$ cat config.mk
export PLATFORM = sky130hd
export DESIGN_NAME = aes_pipe_sched_flat
export DESIGN_NICKNAME = d
export VERILOG_FILES = /design/src/rtl/aes_pipe_sched_if.sv /design/src/rtl/aes_pipe_sched.sv /design/src/flat_wrapper.sv
export SDC_FILE = /design/constraint.sdc
export NUM_CORES = 1
export LEC_CHECK = 0
export CORE_AREA = 2 2 458 460
export DETAILED_ROUTE_END_ITERATION = 6
export DIE_AREA = 0 0 460 462
export PLACE_DENSITY = 0.36
export SKIP_CTS_REPAIR_TIMING = 1
export SLEW_MARGIN = 20
export SYNTH_ARGS = -nofsm -noshare
export SYNTH_HDL_FRONTEND = slang
export SYNTH_SLANG_ARGS = --single-unit
export TNS_END_PERCENT = 20
$ cat constraint.sdc
create_clock -name clk -period 30.4 [get_ports clk]
set_input_delay 6.08 -clock clk [delete_from_list [all_inputs] [get_ports clk]]
set_output_delay 6.08 -clock clk [all_outputs]
set_load 0.1 [all_outputs]
$ cat src/rtl/aes_pipe_sched_if.sv
// Purpose : bundles the requester, response and core-side signals of aes_pipe_sched.
// Latency : n/a (wiring only); slave = scheduler view, master = requester/core view.
// Backpr. : reqN_ready is the only back-pressure; responses cannot be stalled.
interface aes_pipe_sched_if #(
    parameter int ID_W  = 4,
    parameter int CNT_W = 5
);
    logic             flush;
    logic             req0_valid;
    logic             req0_ready;
    logic [127:0]     req0_state;
    logic [127:0]     req0_key;
    logic [ID_W-1:0]  req0_id;
    logic             req1_valid;
    logic             req1_ready;
    logic [127:0]     req1_state;
    logic [127:0]     req1_key;
    logic [ID_W-1:0]  req1_id;
    logic             rsp0_valid;
    logic [127:0]     rsp0_data;
    logic [ID_W-1:0]  rsp0_id;
    logic             rsp1_valid;
    logic [127:0]     rsp1_data;
    logic [ID_W-1:0]  rsp1_id;
    logic [127:0]     core_state;
    logic [127:0]     core_key;
    logic [127:0]     core_out;
    logic             busy;
    logic [CNT_W-1:0] inflight;

    modport slave (
        input  flush,
        input  req0_valid, req0_state, req0_key, req0_id,
        input  req1_valid, req1_state, req1_key, req1_id,
        input  core_out,
        output req0_ready, req1_ready,
        output rsp0_valid, rsp0_data, rsp0_id,
        output rsp1_valid, rsp1_data, rsp1_id,
        output core_state, core_key, busy, inflight
    );

    modport master (
        output flush,
        output req0_valid, req0_state, req0_key, req0_id,
        output req1_valid, req1_state, req1_key, req1_id,
        output core_out,
        input  req0_ready, req1_ready,
        input  rsp0_valid, rsp0_data, rsp0_id,
        input  rsp1_valid, rsp1_data, rsp1_id,
        input  core_state, core_key, busy, inflight
    );
endinterface

$ cat src/rtl/aes_pipe_sched.sv
// Purpose : shares one pipelined AES-128 core between two requesters (round-robin),
//           tagging each block with owner/ID and steering ciphertexts back.
// Latency : accept cycle c -> rspX_valid in cycle c+AES_LAT+2; one block per cycle.
// Backpr. : reqN_ready is combinational grant & ~flush & ~rst; responses never stall.
// Ports   : clk, rst (async, active-high); bus = aes_pipe_sched_if.slave
//           (requests, responses, registered core inputs, core_out, busy, inflight).
// Option  : `define AES_SCHED_FIXED_PRIO_EN -> requester 0 always wins (port 1 may starve).
module aes_pipe_sched #(
    parameter int AES_LAT = 21,
    parameter int ID_W    = 4,
    parameter int CNT_W   = 5   // 2**CNT_W must exceed AES_LAT+1
) (
    input  logic            clk,
    input  logic            rst,
    aes_pipe_sched_if.slave bus
);
    // Tag stages 0..AES_LAT track the block while the core works on it; rsp_q
    // holds the tag for the cycle its ciphertext is on core_out.
    localparam int NSTG = AES_LAT + 1;

    typedef struct packed {
        logic            vld;
        logic            owner;
        logic [ID_W-1:0] id;
    } tag_t;

    logic             last_gnt_q, last_gnt_d;
    logic             gnt0, gnt1;
    logic             acc0, acc1, accept;
    logic [127:0]     core_state_q, core_state_d;
    logic [127:0]     core_key_q, core_key_d;
    tag_t             tag_q [NSTG];
    tag_t             tag0_d;
    tag_t             rsp_q;
    logic [CNT_W-1:0] inflight_q, inflight_d;

    // Arbitration: last_gnt_q == 1 means requester 1 won last, so 0 goes next.
    always_comb begin
        gnt0 = 1'b0;
        gnt1 = 1'b0;
`ifdef AES_SCHED_FIXED_PRIO_EN
        gnt0 = bus.req0_valid;
        gnt1 = bus.req1_valid & ~bus.req0_valid;
`else
        if (bus.req0_valid && bus.req1_valid) begin
            gnt0 = last_gnt_q;
            gnt1 = ~last_gnt_q;
        end else begin
            gnt0 = bus.req0_valid;
            gnt1 = bus.req1_valid;
        end
`endif
    end

    assign acc0   = gnt0 & ~bus.flush & ~rst;
    assign acc1   = gnt1 & ~bus.flush & ~rst;
    assign accept = acc0 | acc1;

    always_comb begin
        last_gnt_d   = last_gnt_q;
        core_state_d = core_state_q;
        core_key_d   = core_key_q;
        tag0_d       = '0;
        inflight_d   = inflight_q;
        if (accept) begin
`ifndef AES_SCHED_FIXED_PRIO_EN
            last_gnt_d = acc1;
`endif
            core_state_d = acc1 ? bus.req1_state : bus.req0_state;
            core_key_d   = acc1 ? bus.req1_key   : bus.req0_key;
            tag0_d.vld   = 1'b1;
            tag0_d.owner = acc1;
            tag0_d.id    = acc1 ? bus.req1_id : bus.req0_id;
        end
        // A tag leaving the last stage and a new accept in the same cycle cancel.
        if (bus.flush) begin
            inflight_d = '0;
        end else begin
            inflight_d = inflight_q + CNT_W'(accept) - CNT_W'(tag_q[NSTG-1].vld);
        end
    end

    always_ff @(posedge clk or posedge rst) begin
        if (rst) begin
            last_gnt_q   <= 1'b1;
            core_state_q <= '0;
            core_key_q   <= '0;
            inflight_q   <= '0;
            rsp_q        <= '0;
            for (int i = 0; i < NSTG; i++) begin
                tag_q[i] <= '0;
            end
        end else begin
            last_gnt_q   <= last_gnt_d;
            core_state_q <= core_state_d;
            core_key_q   <= core_key_d;
            inflight_q   <= inflight_d;
            // Flush only kills the tags; the core keeps computing, but its
            // output for those blocks is never flagged valid.
            if (bus.flush) begin
                rsp_q <= '0;
                for (int i = 0; i < NSTG; i++) begin
                    tag_q[i] <= '0;
                end
            end else begin
                rsp_q    <= tag_q[NSTG-1];
                tag_q[0] <= tag0_d;
                for (int i = 1; i < NSTG; i++) begin
                    tag_q[i] <= tag_q[i-1];
                end
            end
        end
    end

    assign bus.req0_ready = acc0;
    assign bus.req1_ready = acc1;
    assign bus.core_state = core_state_q;
    assign bus.core_key   = core_key_q;
    assign bus.rsp0_valid = rsp_q.vld & ~rsp_q.owner;
    assign bus.rsp1_valid = rsp_q.vld &  rsp_q.owner;
    assign bus.rsp0_id    = rsp_q.id;
    assign bus.rsp1_id    = rsp_q.id;
    assign bus.rsp0_data  = bus.core_out;
    assign bus.rsp1_data  = bus.core_out;
    assign bus.inflight   = inflight_q;
    assign bus.busy       = (inflight_q != '0) | rsp_q.vld | accept;
endmodule

$ cat src/flat_wrapper.sv
// flat-port wrapper written by rule: the top's interface ports become plain ports
module aes_pipe_sched_flat 
#(
    parameter int AES_LAT = 21,
    parameter int ID_W    = 4,
    parameter int CNT_W   = 5                                    
)
  (clk, rst, bus_flush, bus_req0_valid, bus_req0_state, bus_req0_key, bus_req0_id, bus_req1_valid, bus_req1_state, bus_req1_key, bus_req1_id, bus_core_out, bus_req0_ready, bus_req1_ready, bus_rsp0_valid, bus_rsp0_data, bus_rsp0_id, bus_rsp1_valid, bus_rsp1_data, bus_rsp1_id, bus_core_state, bus_core_key, bus_busy, bus_inflight);
  aes_pipe_sched_if #(.ID_W(ID_W), .CNT_W(CNT_W)) bus_i ();
  input  logic clk;
  input  logic rst;
  input wire logic [$bits(bus_i.flush)-1:0] bus_flush;
  input wire logic [$bits(bus_i.req0_valid)-1:0] bus_req0_valid;
  input wire logic [$bits(bus_i.req0_state)-1:0] bus_req0_state;
  input wire logic [$bits(bus_i.req0_key)-1:0] bus_req0_key;
  input wire logic [$bits(bus_i.req0_id)-1:0] bus_req0_id;
  input wire logic [$bits(bus_i.req1_valid)-1:0] bus_req1_valid;
  input wire logic [$bits(bus_i.req1_state)-1:0] bus_req1_state;
  input wire logic [$bits(bus_i.req1_key)-1:0] bus_req1_key;
  input wire logic [$bits(bus_i.req1_id)-1:0] bus_req1_id;
  input wire logic [$bits(bus_i.core_out)-1:0] bus_core_out;
  output wire logic [$bits(bus_i.req0_ready)-1:0] bus_req0_ready;
  output wire logic [$bits(bus_i.req1_ready)-1:0] bus_req1_ready;
  output wire logic [$bits(bus_i.rsp0_valid)-1:0] bus_rsp0_valid;
  output wire logic [$bits(bus_i.rsp0_data)-1:0] bus_rsp0_data;
  output wire logic [$bits(bus_i.rsp0_id)-1:0] bus_rsp0_id;
  output wire logic [$bits(bus_i.rsp1_valid)-1:0] bus_rsp1_valid;
  output wire logic [$bits(bus_i.rsp1_data)-1:0] bus_rsp1_data;
  output wire logic [$bits(bus_i.rsp1_id)-1:0] bus_rsp1_id;
  output wire logic [$bits(bus_i.core_state)-1:0] bus_core_state;
  output wire logic [$bits(bus_i.core_key)-1:0] bus_core_key;
  output wire logic [$bits(bus_i.busy)-1:0] bus_busy;
  output wire logic [$bits(bus_i.inflight)-1:0] bus_inflight;
  assign bus_i.flush = bus_flush;
  assign bus_i.req0_valid = bus_req0_valid;
  assign bus_i.req0_state = bus_req0_state;
  assign bus_i.req0_key = bus_req0_key;
  assign bus_i.req0_id = bus_req0_id;
  assign bus_i.req1_valid = bus_req1_valid;
  assign bus_i.req1_state = bus_req1_state;
  assign bus_i.req1_key = bus_req1_key;
  assign bus_i.req1_id = bus_req1_id;
  assign bus_i.core_out = bus_core_out;
  assign bus_req0_ready = bus_i.req0_ready;
  assign bus_req1_ready = bus_i.req1_ready;
  assign bus_rsp0_valid = bus_i.rsp0_valid;
  assign bus_rsp0_data = bus_i.rsp0_data;
  assign bus_rsp0_id = bus_i.rsp0_id;
  assign bus_rsp1_valid = bus_i.rsp1_valid;
  assign bus_rsp1_data = bus_i.rsp1_data;
  assign bus_rsp1_id = bus_i.rsp1_id;
  assign bus_core_state = bus_i.core_state;
  assign bus_core_key = bus_i.core_key;
  assign bus_busy = bus_i.busy;
  assign bus_inflight = bus_i.inflight;
  aes_pipe_sched #(.AES_LAT(AES_LAT), .ID_W(ID_W), .CNT_W(CNT_W)) u_core (.clk(clk), .rst(rst), .bus(bus_i));
endmodule
# After elaboration in Yosys (flattened, before gate mapping)
# Cells that the tools add are included.
# totals
word_cells	99
inputBits	653
register_bits	400
# op_classes
mux	9
reduce_logical	2
n_bitwise	13
add_sub_neg	2
# ops
op	n
two-way mux 128 bit	2
two-way mux 132 bit	1
two-way mux 6 bit	2
AND 1 bit	6
adder 5 x 1 -> 5 bit	1
two-way mux 5 bit	1
nonzero test 5 bit	1
subtractor 5 x 1 -> 5 bit	1
two-way mux 4 bit	1
NOT 1 bit	4
bitwise OR 1 bit	3
two-way mux 1 bit	2
logical AND 1 bit	1

# Longest topological paths before layout
# depth
depth_word	8
depth_mapped	11

# Least setup slack after synthesis
# Ideal clock, no wire load.
# synth_path
kind	input port to output port
startpoint	input bus_flush
endpoint	output bus_busy
path_slack_ps	16527
arrival_time_ps	7793
cell_stages	6
path_cell_list	buf_2 nor2_1 o21ai_0 clkbuf_1 clkbuf_1 nand3_1
# synth_between
elab_chain_len	5
word_cells_on_any_way	7
# synth_rtl
element	line	text
from (decl)	flat_wrapper.sv:12	input wire logic [$bits(bus_i.flush)-1:0] bus_flush;
NOT 1 bit (*)	aes_pipe_sched.sv:55, aes_pipe_sched.sv:56	
AND 1 bit, on equally long branches (2 in series)	aes_pipe_sched.sv:55, aes_pipe_sched.sv:56	
bitwise OR 1 bit (*)	aes_pipe_sched.sv:57	assign accept = acc0 | acc1;
bitwise OR 1 bit (*)	aes_pipe_sched.sv:126	assign bus.busy = (inflight_q != '0) | rsp_q.vld | accept;
to (decl)	flat_wrapper.sv:32	output wire logic [$bits(bus_i.busy)-1:0] bus_busy;
# Mark *: on every way between the ends. The rest lies on a longest branch, timed or not.

# Worst setup path in the final report
# layout_path
startpoint	input bus_req0_valid
endpoint	output bus_req1_ready
# layout_between
elab_chain_len	4
# layout_rtl
element	line	text
from (decl)	flat_wrapper.sv:13	input wire logic [$bits(bus_i.req0_valid)-1:0] bus_req0_valid;
logical AND 1 bit	aes_pipe_sched.sv:45	if (bus.req0_valid && bus.req1_valid) begin
two-way mux 1 bit	aes_pipe_sched.sv:45	
AND 1 bit (2 in series)	aes_pipe_sched.sv:56	assign acc1 = gnt1 & ~bus.flush & ~rst;
to (decl)	flat_wrapper.sv:23	output wire logic [$bits(bus_i.req1_ready)-1:0] bus_req1_ready;
# Every way passes these cells.

==> flow_metrics.py <==
metrics = {
    "logic_synthesis": {
        "synth_commonest_cells": "dfrtp_1, buf_4, a221o_1, and3_1, nor3b_1",
        "ys_seq_area_share_pct": 49.9,
        "synth_top_area_share_pct": 49.7,
        "syn_area_per_cell_sq_um": 11.1,
        "synth_enable_flop_cells": 0,
        "synth.largest_area_cell": "dfrtp_1",
        "synthArstFlopShare_pct": 100,
        "synth-seq-cells": 400,
        "synth.area.top_cells": "dfrtp_1, a221o_1, buf_4",
        "ys.flop_type": "dfrtp_1",
        "synth.most_common_cell": "dfrtp_1",
        "yosys_warnings": 0,
        "synthesis.area_sq_um": 20100,
        "syn-num-nets": 2471,
        "synthCells": 1811,
        "ys_types": 31,
    },
    "cells_and_area": {
        "fin_area_sq_um": 30900,
        "area.growth.synth_to_final_pct": 54.0,
        "fillCellCount": 23400,
        "drive_gt1_share_pct": 5.35,
        "fin_cells": 5016,
        "seqCellArea_sq_um": 10000,
        "multi_input_area_sq_um": 7300,
        "fin_util_pct": 14.9,
        "finalNetCount": 2901,
    },
    "die": {
        "core-area_sq_um": 208000,
        "io_pins": 1183,
        "start_util_pct": 9.65,
        "dieWidth_um": 460,
        "die_y_um": 462,
        "die_area_sq_um": 213000,
        "rows": 168,
    },
    "worst_setup_path": {
        "cp_common_cell": "clkdlybuf4s50_1",
        "cp.arrival_ns": 9.37,
        "reg2reg_depth": 7,
        "worstPathRequired_ns": 24.32,
        "cp-end-kind": "primary output",
        "max_stage_delay_ns": 1.16,
        "path_buf_inv": 4,
        "path_cells": "clkdlybuf4s50_1, a211oi_4, buf_4, nand2_8, inv_1, clkdlybuf4s50_1",
        "startpoint_type": "input port",
        "crit_slowest_cell": "clkdlybuf4s50_1",
        "rrSetupSlack_ns": 26.46,
        "crit_family": "buffers and inverters",
        "regToRegStartpoint": "u_core.last_gnt_q",
        "worstReg2RegEnd": "u_core.bus.core_key[111]",
        "crit_type": "in -> out",
        "worstPathMaxFanout": 62,
    },
    "place": {
        "pre_cts_slack_ns": 14.87,
        "place_inst": 4906,
        "placed_area_sq_um": 29000,
        "io_buffers": 798,
        "hpwl_um": 86300,
        "place_congestion": 0.793,
    },
    "worst_hold_path": {
        "min_to": "u_core.tag_q[11]",
        "min-delay-start": "u_core.tag_q[17]",
        "hold_depth": 1,
        "hold_path.class": "reg -> reg",
    },
    "sta": {
        "maxSlewHeadroom_pct": 21.2,
        "fmax_ghz": 0.0647,
        "whs_ns": 0.451,
        "tns_ns": 0,
        "drv_slew": 0,
        "fin_skew_ns": 0.0521,
        "setup_ws_ns": 14.95,
        "hold_viol_final": 0,
        "period_share_pct": 50.8,
        "layout_min_cycle_time_ns": 15.45,
        "finalSetupViolCount": 0,
        "worstMarginPinSlew_ns": 1.18,
        "rsz0062_at_grt": "false",
    },
    "clock_tree": {
        "cts-buffers-inserted": 53,
        "worstSkewPairLatency_ns": 0.67,
        "cts_tree": "built",
        "clock_path_buffers": 3,
        "h-tree-depth": 2,
        "clock-sinks": 400,
        "path_clk_slew_ns": 0.06,
        "ctsRootBufferMaster": "clkbuf_16",
    },
    "global_routing": {
        "antenna_found_initial": 36,
        "grt_pass1_vias": 17400,
        "grt_pass1_wl_um": 154000,
        "grtUsageTotal_pct": 10.4,
        "grt_max_degree": 143,
        "grt_overflow": 0,
    },
    "pwr": {
        "vdd_ir_drop_max_v": 0.0000403,
        "power.total_mw": 2.21,
        "p_per_area_nw_per_um2": 71.6,
        "p_leak_nw": 12.4,
    },
    "drt": {
        "drtAntennaViolNets": 0,
        "dr.pass1.iters": 5,
        "vias": 16600,
        "wirelength_um": 116000,
        "avgViaCountPerCell": 3.31,
        "drtIter0Drc": 1219,
        "wl_per_cell_um": 23.2,
        "drc_errors": 0,
    },
    "status": {
        "outcome": "complete, no violations",
    },
    "flow_run": {
        "cap_violations": 0,
    },
}
## cells by family after synthesis
group / count (synthesis) / synth area share (%)
AOI/OAI and AO/OA: 275 / 13.4
xor gates and xnor gates: 2 / 0.0873
adders and majority gates: 7 / 0.474
DFF: 400 / 49.9
and+or+nand+nor: 662 / 22.1
muxes: 1 / 0.0561
buffers and inverters: 464 / 14.0
## sequential cells by signal (all words and copies together) (netlist names)
| register | cells |
|---|---|
| u_core.last_gnt_q | 1 |
| u_core.rsp_q | 2 |
| u_core.bus.core_key | 128 |
| u_core.bus.inflight | 5 |
| u_core.tag_q | 132 |
| u_core.bus.rsp0_id | 4 |
| u_core.bus.core_state | 128 |
## power by group
part,leakage (nW),total [mW],switching [mW],internal [mW]
clock network,0.913,0.690,0.277,0.414
registers,5.07,0.646,0.0472,0.599
logic,6.42,0.878,0.643,0.235
## how the worst max path moves through the flow
stage,start,to,slack [ns],cells after the start
floorplan,rst,u_core.bus.core_key[0],13.20,1
global placement,bus_req0_valid,bus_req1_ready,14.83,6
detailed placement,bus_req0_valid,bus_req1_ready,14.87,6
CTS,bus_req0_valid,bus_req1_ready,14.87,6
global route,bus_req0_valid,bus_req1_ready,14.79,6
finish,bus_req0_valid,bus_req1_ready,14.95,6
## worst register-to-register path, cell delays in order (launching register included)
cell and delay [ns]:
dfstp_2 0.67, a211oi_4 0.11, buf_4 0.28, nand2_8 0.48
buf_4 0.64, buf_4 0.69, buf_4 0.72, a221o_1 0.28
## layout by cell type, fill, tap and decap left out, types with 12 or more instances in the layout
cell | Yosys | layout
a221o_1 | 256 | 256
and3_1 | 256 | 256
buf_4 | 267 | 27
clkbuf_1 | 156 | 14
clkbuf_16 | 0 | 53
clkbuf_8 | 0 | 13
clkdlybuf4s50_1 | 0 | 794
dfrtp_1 | 399 | 399
diode_2 | 0 | 14
inv_1 | 13 | 12
nor2b_1 | 135 | 135
nor3b_1 | 256 | 256
## per-layer routing
metal	up-vias	global-route usage (%)	wire (um)
met2	948	16.0	52000
met1	8221	12.6	47800
li1	7237	-	-
met4	14	2.81	2670
met3	173	5.46	13700
met5	-	0.724	280
## area by class of cell
type / count / share of cell area (%)
Clock buffer: 80 / 5.04
Clock inverter: 16 / 1.01
Tap cell: 2720 / 11.0
Antenna cell: 14 / 0.113
Sequential cell: 400 / 32.4
Multi-Input combinational cell: 947 / 23.6
Inverter: 13 / 0.182
Timing Repair Buffer: 826 / 26.7
No activity file was read; power rests on OpenSTA's default activity.
